[src/rtl/pc_redirect_ctrl.sv]
// Fetch PC owner: picks sequential, branch, stall, exception-vector or ERET target each cycle.
// One-cycle redirect latency; en_f drops while D stalls or an ERET waits on a pending EPC write.
module pc_redirect_ctrl #(
  parameter logic [31:0] RESET_PC   = 32'h0000_3000,
  parameter logic [31:0] EXC_VECTOR = 32'h0000_4180,
  parameter logic [31:0] TEXT_LO    = 32'h0000_3000,
  parameter logic [31:0] TEXT_HI    = 32'h0000_6ffc
) (
  input  logic        clk,
  input  logic        reset,
  input  logic        req,
  input  logic        stall_d,
  input  logic        eret_d,
  input  logic        epc_wr_pending,
  input  logic [31:0] epc,
  input  logic        br_valid,
  input  logic        br_taken,
  input  logic [31:0] br_target,
  output logic [31:0] pc,
  output logic [31:0] pc_plus8,
  output logic        en_f,
  output logic        flush_fd,
  output logic        flush_all,
  output logic        adel_f,
  output logic        in_handler,
  output logic        state
);

  typedef enum logic {
    RUN       = 1'b0,
    ERET_WAIT = 1'b1
  } state_t;

  state_t      st_q, st_nx;
  logic [31:0] pc_q, pc_nx;
  logic        in_handler_q, in_handler_nx;
  logic        eret_blocked;

  // ERET may not read EPC while an mtc0 to it is still in flight, nor while D is frozen.
  assign eret_blocked = epc_wr_pending | stall_d;

  always_comb begin
    st_nx         = st_q;
    pc_nx         = pc_q;
    in_handler_nx = in_handler_q;
    en_f          = 1'b0;
    flush_fd      = 1'b0;
    flush_all     = 1'b0;
    if (reset) begin
      st_nx = RUN;
    end else if (req) begin
      pc_nx         = EXC_VECTOR;
      in_handler_nx = 1'b1;
      st_nx         = RUN;
      en_f          = 1'b1;
      flush_all     = 1'b1;
    end else begin
      case (st_q)
        RUN: begin
          if (eret_d) begin
            if (eret_blocked) begin
              st_nx = ERET_WAIT;
            end else begin
              pc_nx         = epc;
              in_handler_nx = 1'b0;
              en_f          = 1'b1;
              flush_fd      = 1'b1;
            end
          end else if (!stall_d) begin
            en_f  = 1'b1;
            pc_nx = (br_valid && br_taken) ? br_target : pc_q + 32'd4;
          end
        end
        ERET_WAIT: begin
          // A withdrawn ERET returns to RUN with the PC parked for one cycle.
          if (!eret_d) begin
            st_nx = RUN;
          end else if (!eret_blocked) begin
            pc_nx         = epc;
            in_handler_nx = 1'b0;
            st_nx         = RUN;
            en_f          = 1'b1;
            flush_fd      = 1'b1;
          end
        end
        default: st_nx = RUN;
      endcase
    end
  end

  always_ff @(posedge clk) begin
    if (reset) begin
      st_q         <= RUN;
      pc_q         <= RESET_PC;
      in_handler_q <= 1'b0;
    end else begin
      st_q         <= st_nx;
      pc_q         <= pc_nx;
      in_handler_q <= in_handler_nx;
    end
  end

  assign pc         = pc_q;
  assign pc_plus8   = pc_q + 32'd8;
  assign in_handler = in_handler_q;
  assign state      = st_q;
  assign adel_f     = (pc_q[1:0] != 2'b00) | (pc_q < TEXT_LO) | (pc_q > TEXT_HI);

endmodule
[config.mk]
export PLATFORM = sky130hd
export DESIGN_NAME = pc_redirect_ctrl
export DESIGN_NICKNAME = d
export VERILOG_FILES = /design/src/rtl/pc_redirect_ctrl.sv
export SDC_FILE = /design/constraint.sdc
export NUM_CORES = 1
export LEC_CHECK = 0
export ABC_CLOCK_PERIOD_IN_PS = 3500
export CORE_ASPECT_RATIO = 2
export CORE_MARGIN = 3
export CORE_UTILIZATION = 46
export CTS_CLUSTER_SIZE = 30
export DETAILED_ROUTE_END_ITERATION = 8
export PLACE_DENSITY = 0.91
export SLEW_MARGIN = 20
export SYNTH_ARGS = -nofsm -noshare
export SYNTH_HDL_FRONTEND = slang
export SYNTH_SLANG_ARGS = --single-unit
export TNS_END_PERCENT = 100
[constraint.sdc]
create_clock -name clk -period 3.5 [get_ports clk]
set_input_delay 0.525 -clock clk [delete_from_list [all_inputs] [get_ports clk]]
set_output_delay 0.525 -clock clk [all_outputs]
set_load 0.05 [all_outputs]
==> metrics.md, run 1 <==
| Metric | Value |
|---|---|
| Status | completed |
| Global-route wire length before repair | 24,700 um |
| Clock sink count | 34 |
| Crit path max fanout | 6 |
| FMAX | 299 MHz |
| Global route hottest layer | met2 |
| I/O pins | 142 |
| Critical setup path kind | flop to output port |
| Area growth syn-to-layout | 51.6% |
| Setup_tns | 0 ns |
| Mean Syn Cell Area | 6.85 sq um |
| Fin util | 0.728 |
| Post-synth EDFFs | 0 |
| Mapped Cells | 471 |
| Final min period | 3.35 ns |
| Starting Density | 0.480 |
| Initial detailed-routing violation count | 544 |
| GRT met3 Usage | 0.0704 |
| Cells after DPL | 676 |
| Netlist cell types | 53 |
| Share of cells above drive strength 1 | 0.103 |
| CTS Root Cell | clkbuf_16 |
| Required @ worst endpoint | 2.97 ns |
| Dpl hpwl | 12,400 um |
| Clk_lat worst skew | 0.29 ns |
| Antenna violation net count after detailed routing | 0 |
| Skew final | 0.00343 ns |
| GRT Util Overall | 0.399 |
| Total Routed Length | 16,100 um |
| H-tree level count | 2 |
| Die W | 65.2 um |
| PD cells | 307 nW/um^2 |
| Asr flop ratio synth | 0 |
| ANT cells | 0 |
| Area of the multi-input gates | 2290 sq um |
| Hold/Removal Path Class | flop to flop |
| CP Capture Type | output port |
| Mapped Area | 3230 sq um |
| Core Region | 6730 sq um |
| Setup WS post-layout | 0.155 ns |
| Vias/cell | 6.64 |
| Largest net degree at the start of global routing | 19 |
| Filler cells | 556 |
| Vias in the first global route | 4,627 |
| Die ar. | 8120 sq um |
| Final nets | 669 |
| GR met1 Demand/Resource | 0.400 |
| Mapped Nets | 545 |
| Crit start category | flop |
| GP Congestion | 1.03 |
| Slew HR | 0.525 |
| Max-slew violations | 0 |
| Post-Layout Cell Count | 683 |
| Congestion Overflow GR | 0 |
| Worst VDD drop | 0.272 mV |
| Synth Register Bits | 34 |
| Number of CTS-inserted buffers | 5 |
| IO buf count | 141 |
| Avg WL per Cell | 23.5 um |
| Final worst path period share | 0.956 |
| Vert. Die Dim | 124 um |
| Leak | 1.80 nW |
| RSZ-0062 raised after global routing | false |
| DRC | 0 |
| Register area share after synthesis | 0.211 |
| Worst-Margin Slew | 0.712 ns |
| Vias | 4,533 |
| Primary FF master, synth | dfxtp_1 |
| Worst slack, placed | 0.378 ns |
| CTS tree | yes |
| Post-CTS Setup Bufs | 0 |
| Setup Viol. Count Final | 0 |
| TritonRoute pass-1 iters | 5 |
| Met2 Usage GRT | 0.687 |
| Clk buf depth | 2 |
| Total Power | 1.50 mW |
| Number of max-cap violations | 0 |
| Storage element area | 681 sq um |
| Initial antenna violation count | 0 |
| Syn. warnings | 0 |
| Clk pin slew, worst setup/hold paths | 0.06 ns |
| Row count | 42 |
| Critical Path AT | 2.82 ns |
| Endpoints failing hold | 0 |
[final cells by class]
| cell class | count | area share |
|---|---|---|
| multi-input cells | 376 | 0.469 |
| repair buffers | 173 | 0.339 |
| flip-flops and latches | 34 | 0.139 |
| clock buffers | 7 | 0.0271 |
| well taps | 88 | 0.0225 |
| inverters | 5 | 0.00383 |
[final timing paths]
kind | start | endpoint | slack (ns) | cells after the start
worst min-delay path | in_handler$_SDFFE_PP0P_ | in_handler$_SDFFE_PP0P_ | 0.50 | 2
worst max register to register | pc[2]$_SDFFE_PP0P_ | pc[28]$_SDFFE_PP0P_ | 0.89 | 6
worst min register to register | in_handler$_SDFFE_PP0P_ | in_handler$_SDFFE_PP0P_ | 0.50 | 2
worst max-delay path | pc[4]$_SDFFE_PP0P_ | pc_plus8[17] | 0.15 | 5
[logic make-up (layout without fill, tap and decap cells)]
logic type	count (synthesis)	after routing	synth area share
adders and majority gates	2	2	0.00775
xor gates and xnor gates	38	38	0.103
buffers and inverters	61	185	0.0806
muxes	4	4	0.0124
DFF	34	34	0.211
AOI/OAI and AO/OA	148	148	0.303
and+or+nand+nor	184	184	0.282
[critical path: stages (launching register included)]
cell             delay, ns
dfxtp_1               0.43
ha_1                  0.30
nand3_1               0.18
or4_1                 0.61
xnor2_1               0.18
clkdlybuf4s50_1       0.82
[placed cells by master, fill, tap and decap left out, drive strengths merged, types with 6 or more instances in the layout]
cell type      netlist  layout
or2                  7       7
o211ai              12      12
a211oi               7       7
nand4               13      13
nor4                17      17
dfxtp               34      34
clkdlybuf4s50        0     126
clkbuf              40       7
xnor2               20      20
buf                 16      43
o22ai                6       6
a31oi               13      13
a21oi               33      33
o21ai               36      36
nor2                40      40
nor3                20      20
xor2                18      18
nand2               53      53
a311o                6       6
nand3               14      14
[repair_timing]
action,in CTS,in global routing
setup endpoints to repair,0,6
hold buffers,0,0
gates resized for setup,0,5
endpoints found under the hold margin,0,0
[synth_stat cells (all sizes together) (3+ instances only)]
master	count	area [sq um]
nand2	53	199
clkbuf	40	150
nor2	40	150
o21ai	36	180
dfxtp	34	681
a21oi	33	165
nor3	20	100
xnor2	20	175
xor2	18	158
nor4	17	106
buf	16	91.3
nand3	14	70.1
a31oi	13	81.3
nand4	13	87.6
o211ai	12	90.1
a211oi	7	52.6
or2	7	43.8
a311o	6	60.1
o22ai	6	37.5
a221oi	5	43.8
inv	5	18.8
or3	5	31.3
a222oi	4	40.0
mux2i	4	40.0
o21a	4	30.0
a22o	3	26.3
and2	3	18.8
and4	3	26.3
o221ai	3	26.3
[per-stage QoR]
stage               area [sq um]  hold slack, ns
global placement            4750           0.479
detailed placement          4750           0.494
floorplan                   3230           0.722
CTS                         4880           0.507
global route                4890           0.562
finish                      4890           0.499
[metal layers]
layer | vias up | wire [um] | part of all wire
met5 | - | 0 | 0
met3 | 103 | 1350 | 0.084
met4 | 0 | 1440 | 0.089
met2 | 357 | 8250 | 0.51
li1 | 1988 | - | -
met1 | 2085 | 5020 | 0.31
[flip-flops by register name, summed over array words and instances, names as in the netlist, named ones only]
signal	flops
in_handler	1
state	1
pc	30
[where the power goes]
part	leakage, nW	internal [mW]	switching, mW	total, mW
clock network	0.0640	0.261	0.173	0.433
registers	0.279	0.409	0.0435	0.453
logic	1.46	0.242	0.373	0.615
total	1.80	0.912	0.590	1.50
Note: power is estimated with default switching activity, not from simulation.
==> inputs of run 2 (changes only) <==
- PLACE_DENSITY: 0.91 -> 0.94
==> run 2 against run 1 <==
Against the previous run: power is 1.3% higher; sequential power down 0.9%; first-iteration DRC count rose by 3.3%; final cell count up 0.15%; largest cell class unchanged; largest power group unchanged; maximum frequency down 1.3%; sequential share of layout area hardly changed; setup slack worse by 0.043 ns; clock skew up 0.0014 ns.
==> metrics.md, run 2 (synthesized netlist as in run 1, its figures left out) <==
| Metric | Value |
|---|---|
| Antenna violation net count after detailed routing | 0 (unchanged) |
| Largest net degree at the start of global routing | 22 (+3) |
| Slew HR | 0.488 (-0.0373) |
| CTS tree | yes |
| Design area | 4910 sq um (+0.31%) |
| Congestion Overflow GR | 0 (unchanged) |
| Clk_lat worst skew | 0.29 ns (about the same) |
| Share of cells above drive strength 1 | 0.104 (+0.00151) |
| Crit-path cells | nand4_1 -> or3_1 -> nor3_1 -> xor2_1 -> clkdlybuf4s50_1 |
| Clock sink count | 34 (unchanged) |
| R2R Path Start | pc[4]$_SDFFE_PP0P_ |
| H-tree level count | 2 (unchanged) |
| Fin util | 0.730 (+0.00223) |
| Core Region | 6730 sq um (unchanged) |
| Status | completed |
| Vias/cell | 6.69 (+0.78%) |
| Crit path max-delay cell type | clkdlybuf4s50_1 |
| Hold Path Depth | 2 (unchanged) |
| ANT cells | 0 (unchanged) |
| Hold path start | in_handler$_SDFFE_PP0P_ |
| IO buf count | 141 (unchanged) |
| Final nets | 669 (unchanged) |
| Crit-path max cell delay | 0.83 ns (about the same) |
| DRC | 0 (unchanged) |
| Avg WL per Cell | 23.8 um (+1.3%) |
| Hold/Removal Path Class | flop to flop |
| Initial antenna violation count | 0 (unchanged) |
| Post-CTS Setup Bufs | 0 (unchanged) |
| Setup WS post-layout | 0.112 ns (-0.0431 ns) |
| TritonRoute pass-1 iters | 6 (+1) |
| R2r worst-path depth | 6 (unchanged) |
| Critical path depth in cells | 5 (unchanged) |
| Vias in the first global route | 4,621 (-0.13%) |
| Most frequent cells in the layout | 128 x clkdlybuf4s50_1, 53 x nand2_1, 40 x nor2_1, 40 x buf_4, 36 x o21ai_0 |
| Initial detailed-routing violation count | 562 (+3.3%) |
| CTS Hold Bufs | 0 (unchanged) |
| Die ar. | 8120 sq um (unchanged) |
| Final worst path period share | 0.968 (+0.0123) |
| Setup Viol. Count Final | 0 (unchanged) |
| RSZ-0062 raised after global routing | false |
| Dpl hpwl | 12,500 um (+0.47%) |
| Critical Path AT | 2.86 ns (+0.04 ns) |
| Required @ worst endpoint | 2.97 ns (about the same) |
| Max reg flops | 30 (unchanged) |
| Final min period | 3.39 ns (+0.0431 ns) |
| Starting Density | 0.480 (unchanged) |
| Setup_tns | 0 ns (unchanged) |
| Top delay family on crit path | simple AND/OR/NAND/NOR gates |
| Worst hold path endpoint | in_handler$_SDFFE_PP0P_ |
| Vert. Die Dim | 124 um (unchanged) |
| Critical setup path kind | flop to output port |
| Global-route wire length before repair | 24,300 um (-1.7%) |
| Clk pin slew, worst setup/hold paths | 0.05 ns (about the same) |
| Crit start category | flop |
| Area growth syn-to-layout | 52.1% |
| WHS | 0.504 ns (+0.00488 ns) |
| Worst-Margin Slew | 0.768 ns (+0.0559 ns) |
| FMAX | 295 MHz (-1.3%) |
| Commonest non-fill, non-tap cell in the layout | clkdlybuf4s50_1 |
| Number of CTS-inserted buffers | 5 (unchanged) |
| Clk buf depth | 2 (unchanged) |
| Total Routed Length | 16,300 um (+1.4%) |
| Max-slew violations | 0 (unchanged) |
| Vias | 4,575 (+0.93%) |
| Row count | 42 (unchanged) |
| GRT Util Overall | 0.394 (-0.00535) |
| Leak | 1.79 nW (-0.47%) |
| Die W | 65.2 um (unchanged) |
| Endpoints failing hold | 0 (unchanged) |
| GP Congestion | 0.964 (-6.8%) |
| Skew final | 0.00480 ns (+0.00137 ns) |
| Reg-to-reg endpoint | pc[21]$_SDFFE_PP0P_ |
| Worst path bufs/invs | 1 (unchanged) |
| PD cells | 310 nW/um^2 (+1.0%) |
| Crit path max fanout | 10 (+4) |
| Worst slack, placed | 0.364 ns (-0.0143 ns) |
| CTS Root Cell | clkbuf_16 |
| Placed inst area | 4750 sq um (about the same) |
| CP Capture Type | output port |
| I/O pins | 142 (unchanged) |
| Number of max-cap violations | 0 (unchanged) |
| R2R Setup Slk | 1.05 ns (+0.16 ns) |
| Worst VDD drop | 0.241 mV (-12%) |
## run 2: changes by cell type in the layout (fill, tap and decap cells not counted), sizes merged
cell,delta
buf,-1
clkdlybuf4s50,+2
clkinv,+1
dlymetal6s2s,-1
## run 2: worst max path at each step
stage | start | end | slack, ns
floorplan | pc[6]$_SDFFE_PP0P_ | pc_plus8[26] | 0.10
global placement | pc[13]$_SDFFE_PP1P_ | pc_plus8[24] | 0.44
detailed placement | pc[13]$_SDFFE_PP1P_ | pc_plus8[24] | 0.36
CTS | pc[13]$_SDFFE_PP1P_ | pc_plus8[24] | 0.04
global route | pc[10]$_SDFFE_PP0P_ | pc_plus8[18] | 0.02
finish | pc[10]$_SDFFE_PP0P_ | pc_plus8[18] | 0.11
## run 2: layout make-up
| type | instances | area, sq um |
|---|---|---|
| Clock buffer | 7 | 143 |
| Clock inverter | 1 | 5.00 |
| Fill cell | 569 | 1820 |
| Inverter | 5 | 18.8 |
| Multi-Input combinational cell | 376 | 2290 |
| Sequential cell | 34 | 681 |
| Tap cell | 88 | 110 |
| Timing Repair Buffer | 173 | 1660 |
## run 2: power breakdown
part | total (mW) | internal, mW | switching [mW]
Combinational | 0.620 | 0.241 | 0.379
Clock | 0.452 | 0.282 | 0.170
Sequential | 0.449 | 0.409 | 0.0397
## run 2: worst register-to-register path, cell delays in order, from the launching register on
cell	delay, ns
dfxtp_1	0.44
ha_1	0.32
nand3_1	0.19
or4_1	0.62
nor2_1	0.34
a21oi_1	0.14
a311o_1	0.28
## run 2: what timing repair did
item / CTS / global route
gates resized for setup: 0 / 4
endpoints found under the hold margin: 0 / 0
setup endpoints to repair: 0 / 4
## run 2: through the flow
stage               total power, mW  std cells
finish                         1.52        684
global placement               1.05        676
global route                   1.56        684
floorplan                     0.796        471
detailed placement             1.06        676
CTS                            1.51        684
## run 2: routing by layer
layer	GRT usage	routed length (um)	vias up
met5	0	0	-
met4	0.333	1420	0
met3	0.0677	1220	100
met2	0.683	8430	337
met1	0.385	5220	2143
li1	-	-	1995
==> inputs of run 3 (changes only) <==
- ABC_CLOCK_PERIOD_IN_PS: 3500 -> 2900
- CORE_UTILIZATION: 46 -> 39
- PLACE_DENSITY: 0.94 -> 0.86
- clock period: 3.5 -> 2.9 ns (I/O delays scaled with it)
==> run 3 against run 2 <==
Against the previous run: global-route usage down 4.9 points; routed wire length grew 1.7%; utilization fell by 6.3 points; highest routed layer unchanged; clock skew rose by 0.0036 ns; final cell count up 2.9%; critical path type unchanged; final area grew 8.7%; die area grew 17%; register-to-register slack worse by 0.65 ns; sequential power grew 22%; power increased by 23%; largest power group unchanged.
==> metrics.md, run 3 (synthesized netlist as in run 1, its figures left out) <==
| Metric | Value |
|---|---|
| Status | completed |
| Vias/cell | 6.55 (-2.1%) |
| Worst slack, placed | 0.233 ns (-0.130 ns) |
| Clock sink count | 34 (unchanged) |
| Clk_lat worst skew | 0.28 ns (about the same) |
| Area growth syn-to-layout | 65.3% |
| Endpoints failing hold | 0 (unchanged) |
| Required @ worst endpoint | 2.47 ns (-0.50 ns) |
| IO buf count | 141 (unchanged) |
| Antenna violation net count after detailed routing | 0 (unchanged) |
| Total Routed Length | 16,600 um (+1.7%) |
| FMAX | 358 MHz |
| Top delay family on crit path | simple AND/OR/NAND/NOR gates |
| Core Region | 8000 sq um (+19%) |
| Worst-Margin Slew | 0.683 ns (-0.0853 ns) |
| Setup WS post-layout | 0.106 ns (-0.00618 ns) |
| Hold/Removal Path Class | flop to flop |
| Worst path bufs/invs | 1 (unchanged) |
| Max reg flops | 30 (unchanged) |
| Number of max-cap violations | 0 (unchanged) |
| ANT cells | 0 (unchanged) |
| Crit start category | flop |
| Row count | 46 (+9.5%) |
| GP Congestion | 1.02 (+5.7%) |
| Crit-path cells | nand4_1 -> or3_1 -> nor4_1 -> xor2_2 -> buf_12 |
| Final nets | 682 (+1.9%) |
| Final min period | 2.79 ns |
| I/O pins | 142 (unchanged) |
| CTS Root Cell | clkbuf_16 |
| Crit-path max cell delay | 0.54 ns (-0.29 ns) |
| Max-slew violations | 0 (unchanged) |
| Fin util | 0.667 (-0.0630) |
| Setup_tns | 0 ns (unchanged) |
| R2R Setup Slk | 0.40 ns (-0.65 ns) |
| Number of CTS-inserted buffers | 5 (unchanged) |
| Setup Viol. Count Final | 0 (unchanged) |
| DRC | 0 (unchanged) |
| Die ar. | 9470 sq um (+17%) |
| Most frequent cells in the layout | 114 x clkdlybuf4s50_1, 52 x nand2_1, 52 x buf_4 |
| Critical setup path kind | flop to output port |
| TritonRoute pass-1 iters | 7 (+1) |
| CTS tree | yes |
| Post-Layout Cell Count | 704 (+2.9%) |
| Critical Path AT | 2.36 ns (-0.50 ns) |
| Leak | 1.95 nW (+9.2%) |
| Die W | 70.3 um (+7.8%) |
| Clk buf depth | 2 (unchanged) |
| Vert. Die Dim | 135 um (+8.2%) |
| Skew final | 0.00843 ns (+0.00363 ns) |
| Slew HR | 0.543 (+0.0549) |
| Cells after DPL | 696 (+3.0%) |
| Dpl hpwl | 13,000 um (+3.9%) |
| Crit path max fanout | 10 (unchanged) |
| PD cells | 349 nW/um^2 (+13%) |
| Initial antenna violation count | 0 (unchanged) |
| Congestion Overflow GR | 0 (unchanged) |
| Avg WL per Cell | 23.5 um (-1.1%) |
| Starting Density | 0.404 (-0.0764) |
| Initial detailed-routing violation count | 493 (-12%) |
| Global-route wire length before repair | 25,400 um (+4.5%) |
| Worst VDD drop | 0.233 mV (-3.1%) |
| Largest net degree at the start of global routing | 19 (-14%) |
| Crit path max-delay cell type | or3_1 |
| Clk pin slew, worst setup/hold paths | 0.06 ns (about the same) |
| Vias in the first global route | 4,742 (+2.6%) |
| Share of cells above drive strength 1 | 0.192 (+0.0884) |
| Commonest non-fill, non-tap cell in the layout | clkdlybuf4s50_1 |
| GRT Util Overall | 0.345 (-0.0490) |
| Final worst path period share | 0.964 |
| Vias | 4,612 (+0.81%) |
| CP Capture Type | output port |
| H-tree level count | 2 (unchanged) |
[run 3: changes by cell type in the layout (fill, tap and decap cells not counted), moves of 2 or more]
cell	change
buf_4	+12
dfxtp_1	-13
xnor2_1	-3
dfxtp_2	+13
clkdlybuf4s50_1	-14
xor2_2	+6
nor4_4	+2
xnor2_4	+2
xor2_1	-7
buf_12	+16
[run 3: per-layer routing]
metal / wire length [um] / global-route usage / up-vias
li1: - / - / 2013
met1: 5290 / 0.339 / 2176
met2: 8860 / 0.637 / 326
met3: 1150 / 0.0432 / 97
met4: 1270 / 0.259 / 0
met5: 0 / 0 / -
[run 3: power breakdown]
part / leakage [nW] / total, mW / internal [mW] / switching [mW]
Sequential: 0.282 / 0.547 / 0.497 / 0.0498
Clock: 0.0640 / 0.520 / 0.314 / 0.206
Combinational: 1.61 / 0.798 / 0.330 / 0.468
Total: 1.95 / 1.86 / 1.14 / 0.723
[run 3: cell type report]
type	count	area [sq um]
timing repair buffer	186	1920
multi-input combinational	376	2450
clock buffer	7	133
inverter	5	18.8
sequential	34	697
fill	701	2670
tap	96	120
[run 3: final timing paths]
kind         cells past startpoint                     from                 endpoint
min reg2reg                      2  in_handler$_SDFFE_PP0P_  in_handler$_SDFFE_PP0P_
max reg2reg                      6       pc[2]$_SDFFE_PP0P_      pc[26]$_SDFFE_PP0P_
max                              5      pc[10]$_SDFFE_PP0P_             pc_plus8[28]
min                              2  in_handler$_SDFFE_PP0P_  in_handler$_SDFFE_PP0P_
[run 3: per-stage QoR]
step | total power [mW] | hold slack, ns | instance area (sq um)
6_report | 1.86 | 0.505 | 5340
3_3_place_gp | 1.33 | 0.476 | 5140
4_1_cts | 1.85 | 0.500 | 5280
2_1_floorplan | 0.974 | 0.632 | 3360
3_5_place_dp | 1.34 | 0.487 | 5140
5_1_grt | 1.92 | 0.555 | 5340
[run 3: worst min-delay path: stages (launching register included)]
cell	delay, ns
dfxtp_1	0.33
a21oi_1	0.06
nor2_1	0.08
[run 3: repair_timing]
item,in CTS,in global routing
buffers inserted,0,1
pin swaps,0,1
setup endpoints to repair,2,7
hold buffers,0,0
hold endpoints to repair,0,0
resized for setup,2,9
==> edit 1 (flow settings as in run 3) <==
Make the reset (`reset`) asynchronous in one clocked block.
--- a/src/rtl/pc_redirect_ctrl.sv
+++ b/src/rtl/pc_redirect_ctrl.sv
@@ -88,7 +88,7 @@
     end
   end
 
-  always_ff @(posedge clk) begin
+  always_ff @(posedge clk or posedge reset) begin
     if (reset) begin
       st_q         <= RUN;
       pc_q         <= RESET_PC;
Function: differs if reset is asserted again (counterexample within 4 cycles, from zero or initial values and one cycle with reset high); with reset held inactive, the same outputs for 4 cycles.
==> edit 1 against run 3 <==
Non-clock buffer count is 3 lower; design area is 2.5% higher; sequential power is 14% higher; critical path depth is 1 higher; via count is 5.0% lower; worst setup slack worse by 0.022 ns; total power is 26% higher; utilization is 1.2 points lower; sequential share of layout area is 2.5 points higher; sequential cell count stayed put; hold slack better by 0.043 ns; routed wire length is 8.6% lower; area after synthesis is 3.8% higher.
==> edit 1: results (changes against run 3) <==
{| class="wikitable"
! Metric !! Value
|-
| Combinational family with the most area after synthesis || simple AND/OR/NAND/NOR gates
|-
| Most common library cells after synthesis || sky130_fd_sc_hd__nand2_1, sky130_fd_sc_hd__nor2_1, sky130_fd_sc_hd__dfrtp_1
|-
| Capture endpoint of the worst hold path || in_handler
|-
| Worst hold slack || 0.548 ns (+0.0433 ns)
|-
| Proportion of total power due to net switching || 43.7% (+4.9 points)
|-
| Pin count of the biggest net entering global routing || 23 (+4)
|-
| XOR/XNOR Fraction of Synth Area || 9.93% (-0.38 points)
|-
| Slowest cell delay on critical path || 0.64 ns (+0.10 ns)
|-
| Leakage power total || 2.26 nW (+16%)
|-
| Worst slew margin relative to its limit || 58.6% (+4.3 points)
|-
| Wire length of the first global-routing pass || 23.0 mm (-9.4%)
|-
| Share of async-settable or async-resettable flops after synthesis || 100% (+100 points)
|-
| Routability Congestion || 1.00 (-1.8%)
|-
| Startpoint of the worst hold path || in_handler
|-
| Start of the worst register-to-register path || pc[4]
|-
| Instance area at placement || 0.00533 mm2 (+3.6%)
|-
| Multiplexer share of the synthesized area || 3.43% (+2.2 points)
|-
| Status || finished clean
|-
| Part of the Yosys area used for sequential elements || 25.5% (+4.4 points)
|-
| Drt first-iter violations || 420 (-15%)
|-
| Synth Area in Compound Gates || 23.8% (-6.5 points)
|-
| Cells taking the most area after synthesis || sky130_fd_sc_hd__dfrtp_1, sky130_fd_sc_hd__nand2_1, sky130_fd_sc_hd__xnor2_1, sky130_fd_sc_hd__nor2_1, sky130_fd_sc_hd__xor2_1
|-
| Count of instances resized after the clock tree is built || 1 (-1)
|-
| Adder and majority cell fraction of the synthesized area || 0.747% (-0.029 points)
|-
| Share of power burned in registers || 26.5% (-2.8 points)
|-
| Routed vias/inst || 6.35 (-3.1%)
|}
## edit 1: changes by cell type after synthesis, moves of 6 or more
cell                       change
sky130_fd_sc_hd__clkbuf_1     -19
sky130_fd_sc_hd__dfrtp_1      +32
sky130_fd_sc_hd__nor3_1       -12
sky130_fd_sc_hd__dfxtp_1      -34
sky130_fd_sc_hd__nand3_1       +8
sky130_fd_sc_hd__a32o_1        +6
sky130_fd_sc_hd__o21ai_0      -10
sky130_fd_sc_hd__nor4_1        -8
sky130_fd_sc_hd__a21oi_1      -16
sky130_fd_sc_hd__nand2_1      +10
sky130_fd_sc_hd__a311o_1       -6
## edit 1: layout make-up
| type | count | area (um2) |
|---|---|---|
| timing repair buffer | 183 | 1930 |
| tap | 98 | 123 |
| multi-input combinational | 359 | 2390 |
| clock inverter | 2 | 10.0 |
| clock buffer | 6 | 129 |
| inverter | 8 | 30.0 |
| sequential | 34 | 853 |
| fill | 707 | 2880 |
## edit 1: stage by stage
step | instances | TNS (ns) | power, W | setup WS (ns)
3_5_place_dp | 682 | 0 | 0.00181 | 0.385
4_1_cts | 690 | 0 | 0.00234 | 0.111
3_3_place_gp | 682 | 0 | 0.00180 | 0.380
6_report | 690 | 0 | 0.00236 | 0.0838
2_1_floorplan | 442 | -0.0307 | 0.00130 | -0.0198
5_1_grt | 690 | 0 | 0.00243 | 0.000163
## edit 1: layer usage
| layer | global-route usage [%] | part of all wire (%) | vias up | wire length, um |
|---|---|---|---|---|
| li1 | - | - | 1918 | - |
| met1 | 30.5 | 32 | 2075 | 4800 |
| met2 | 57.5 | 55 | 301 | 8340 |
| met3 | 3.38 | 6.3 | 88 | 961 |
| met4 | 21.0 | 6.9 | 0 | 1050 |
| met5 | 0 | 0 | - | 0 |
==> edit 2 (settings of run 3) <==
Without the edit above. The parameter `RESET_PC` goes from 32'h0000_3000 to 32'h00002000.
--- a/src/rtl/pc_redirect_ctrl.sv
+++ b/src/rtl/pc_redirect_ctrl.sv
@@ -1,7 +1,7 @@
 // Fetch PC owner: picks sequential, branch, stall, exception-vector or ERET target each cycle.
 // One-cycle redirect latency; en_f drops while D stalls or an ERET waits on a pending EPC write.
 module pc_redirect_ctrl #(
-  parameter logic [31:0] RESET_PC   = 32'h0000_3000,
+  parameter logic [31:0] RESET_PC   = 32'h00002000,
   parameter logic [31:0] EXC_VECTOR = 32'h0000_4180,
   parameter logic [31:0] TEXT_LO    = 32'h0000_3000,
   parameter logic [31:0] TEXT_HI    = 32'h0000_6ffc
Function: changed (a bounded check fails within 4 cycles, from zero or initial values and one cycle with reset high).
==> edit 2 against run 3 <==
Total power fell by 3.3%; register-to-register slack improved by 0.17 ns; clock skew fell by 0.0058 ns; design area rose by 0.47%; area after synthesis rose by 2.8%; clock power rose by 7.5%; sequential cell count did not move; worst setup slack got worse by 0.011 ns; routed wire length fell by 3.2%; hold slack got worse by 0.0022 ns; critical path type unchanged; critical endpoint is now pc_plus8[10]; largest power group unchanged; highest routed layer unchanged.
==> edit 2: results (changes against run 3) <==
{| class="wikitable"
! Metric !! Value
|-
| Number of nets in the synthesized netlist || 552 (+1.3%)
|-
| Distinct cells, synth || 60 (+13%)
|-
| Leakage power total || 2.04 nW (+4.6%)
|-
| Multiplexer share of the synthesized area || 0.302% (-0.94 points)
|-
| CTS H-tree depth || 2 (unchanged)
|-
| Number of nets in the layout || 690 (+1.2%)
|-
| Routability Congestion || 1.04 (+1.8%)
|-
| Routed vias/inst || 6.45 (-1.5%)
|-
| Slowest library cell on the worst path || sky130_fd_sc_hd__clkdlybuf4s50_1
|-
| Number of multi-input combinational cells in the layout || 387 (+2.9%)
|-
| Adder and majority cell fraction of the synthesized area || 0.754% (-0.021 points)
|-
| Drt first-iter violations || 391 (-21%)
|-
| Multi-input gate share of total cell area || 46.3% (+0.35 points)
|-
| Status || finished clean
|-
| Clock network area share || 2.75% (+0.27 points)
|-
| Number of detailed-routing iterations run before antenna repair || 5 (-2)
|-
| Sequential portion of the cell area || 12.7% (-0.36 points)
|-
| Most common library cells after synthesis || sky130_fd_sc_hd__nand2_1, sky130_fd_sc_hd__dfxtp_1, sky130_fd_sc_hd__nor2_1
|-
| Cells taking the most area after synthesis || sky130_fd_sc_hd__dfxtp_1, sky130_fd_sc_hd__nand2_1, sky130_fd_sc_hd__xor2_1, sky130_fd_sc_hd__xnor2_1, sky130_fd_sc_hd__o21ai_0
|-
| Part of the Yosys area used for sequential elements || 20.5% (-0.56 points)
|-
| Layout buffering overhead excluding clock cells || 35.7% (-0.21 points)
|-
| Number of non-clock inverters || 4 (-1)
|-
| Pin count of the biggest net entering global routing || 20 (+1)
|-
| Count of plain and timing-repair buffers in the layout || 184 (-1.1%)
|-
| Maximum VDD drop || 0.000220 V (-5.7%)
|-
| Cell type group with the largest total delay on the critical path || buffers and inverters
|-
| XOR/XNOR Fraction of Synth Area || 10.3% (-0.012 points)
|-
| Worst-skew pair later-pin latency || 0.29 ns
|-
| Initial antenna violation count || 0 (unchanged)
|-
| Fillcell total || 691 (-1.4%)
|-
| Final Skew || 0.00267 ns (-0.00576 ns)
|-
| Slowest cell delay on critical path || 0.82 ns (+0.28 ns)
|-
| Worst Setup Slack post-DPL || 0.376 ns (+0.143 ns)
|-
| Largest fanout on the critical path || 7 (-3)
|}
==> edit 2: changes by cell type in the layout (fill, tap and decap cells not counted), moves of 9 or more <==
cell                      change
sky130_fd_sc_hd__dfxtp_1     +13
sky130_fd_sc_hd__dfxtp_2     -13
sky130_fd_sc_hd__o21ai_1     +13
sky130_fd_sc_hd__nand2_1     +11
sky130_fd_sc_hd__nand3_1     +11
sky130_fd_sc_hd__xnor2_2      +9
==> edit 2: final timing paths <==
kind         slack, ns           end  startpoint  cells past startpoint
max reg2reg       0.57        pc[21]       pc[4]                      6
max                0.1  pc_plus8[10]       pc[7]                      5
min               0.50    in_handler  in_handler                      2
min reg2reg       0.50    in_handler  in_handler                      2
==> edit 2: report_power, final <==
| group | total (W) | switching (W) | internal (W) |
|---|---|---|---|
| clock network | 0.000559 | 0.000219 | 0.000341 |
| registers | 0.000532 | 0.0000423 | 0.000490 |
| logic | 0.000711 | 0.000413 | 0.000297 |
==> edit 2: per-stage QoR <==
step                      utilization (%)  area (um2)  instances  power, W  hold slack, ns
final                                64.6        5360        715   0.00180           0.503
after global routing                 64.6        5360        715   0.00185           0.545
after CTS                            64.5        5350        715   0.00178           0.507
after detailed placement             62.7        5200        707   0.00124           0.499
after global placement               62.7        5200        707   0.00123           0.477
after floorplan                         -        3410        478  0.000913           0.593
==> edit 2: metal layers <==
layer	global-route usage, %	vias up	part of all wire (%)
met5	0	-	0
met3	3.40	86	7.1
met2	57.2	346	52
met4	24.5	0	7.8
li1	-	2043	-
met1	33.9	2137	33
==> edit 2: timing repair <==
item                                    4_1_cts  5_1_grt
resized for setup                             0        3
hold endpoints to repair                      0        0
endpoints found under the setup margin        0        3
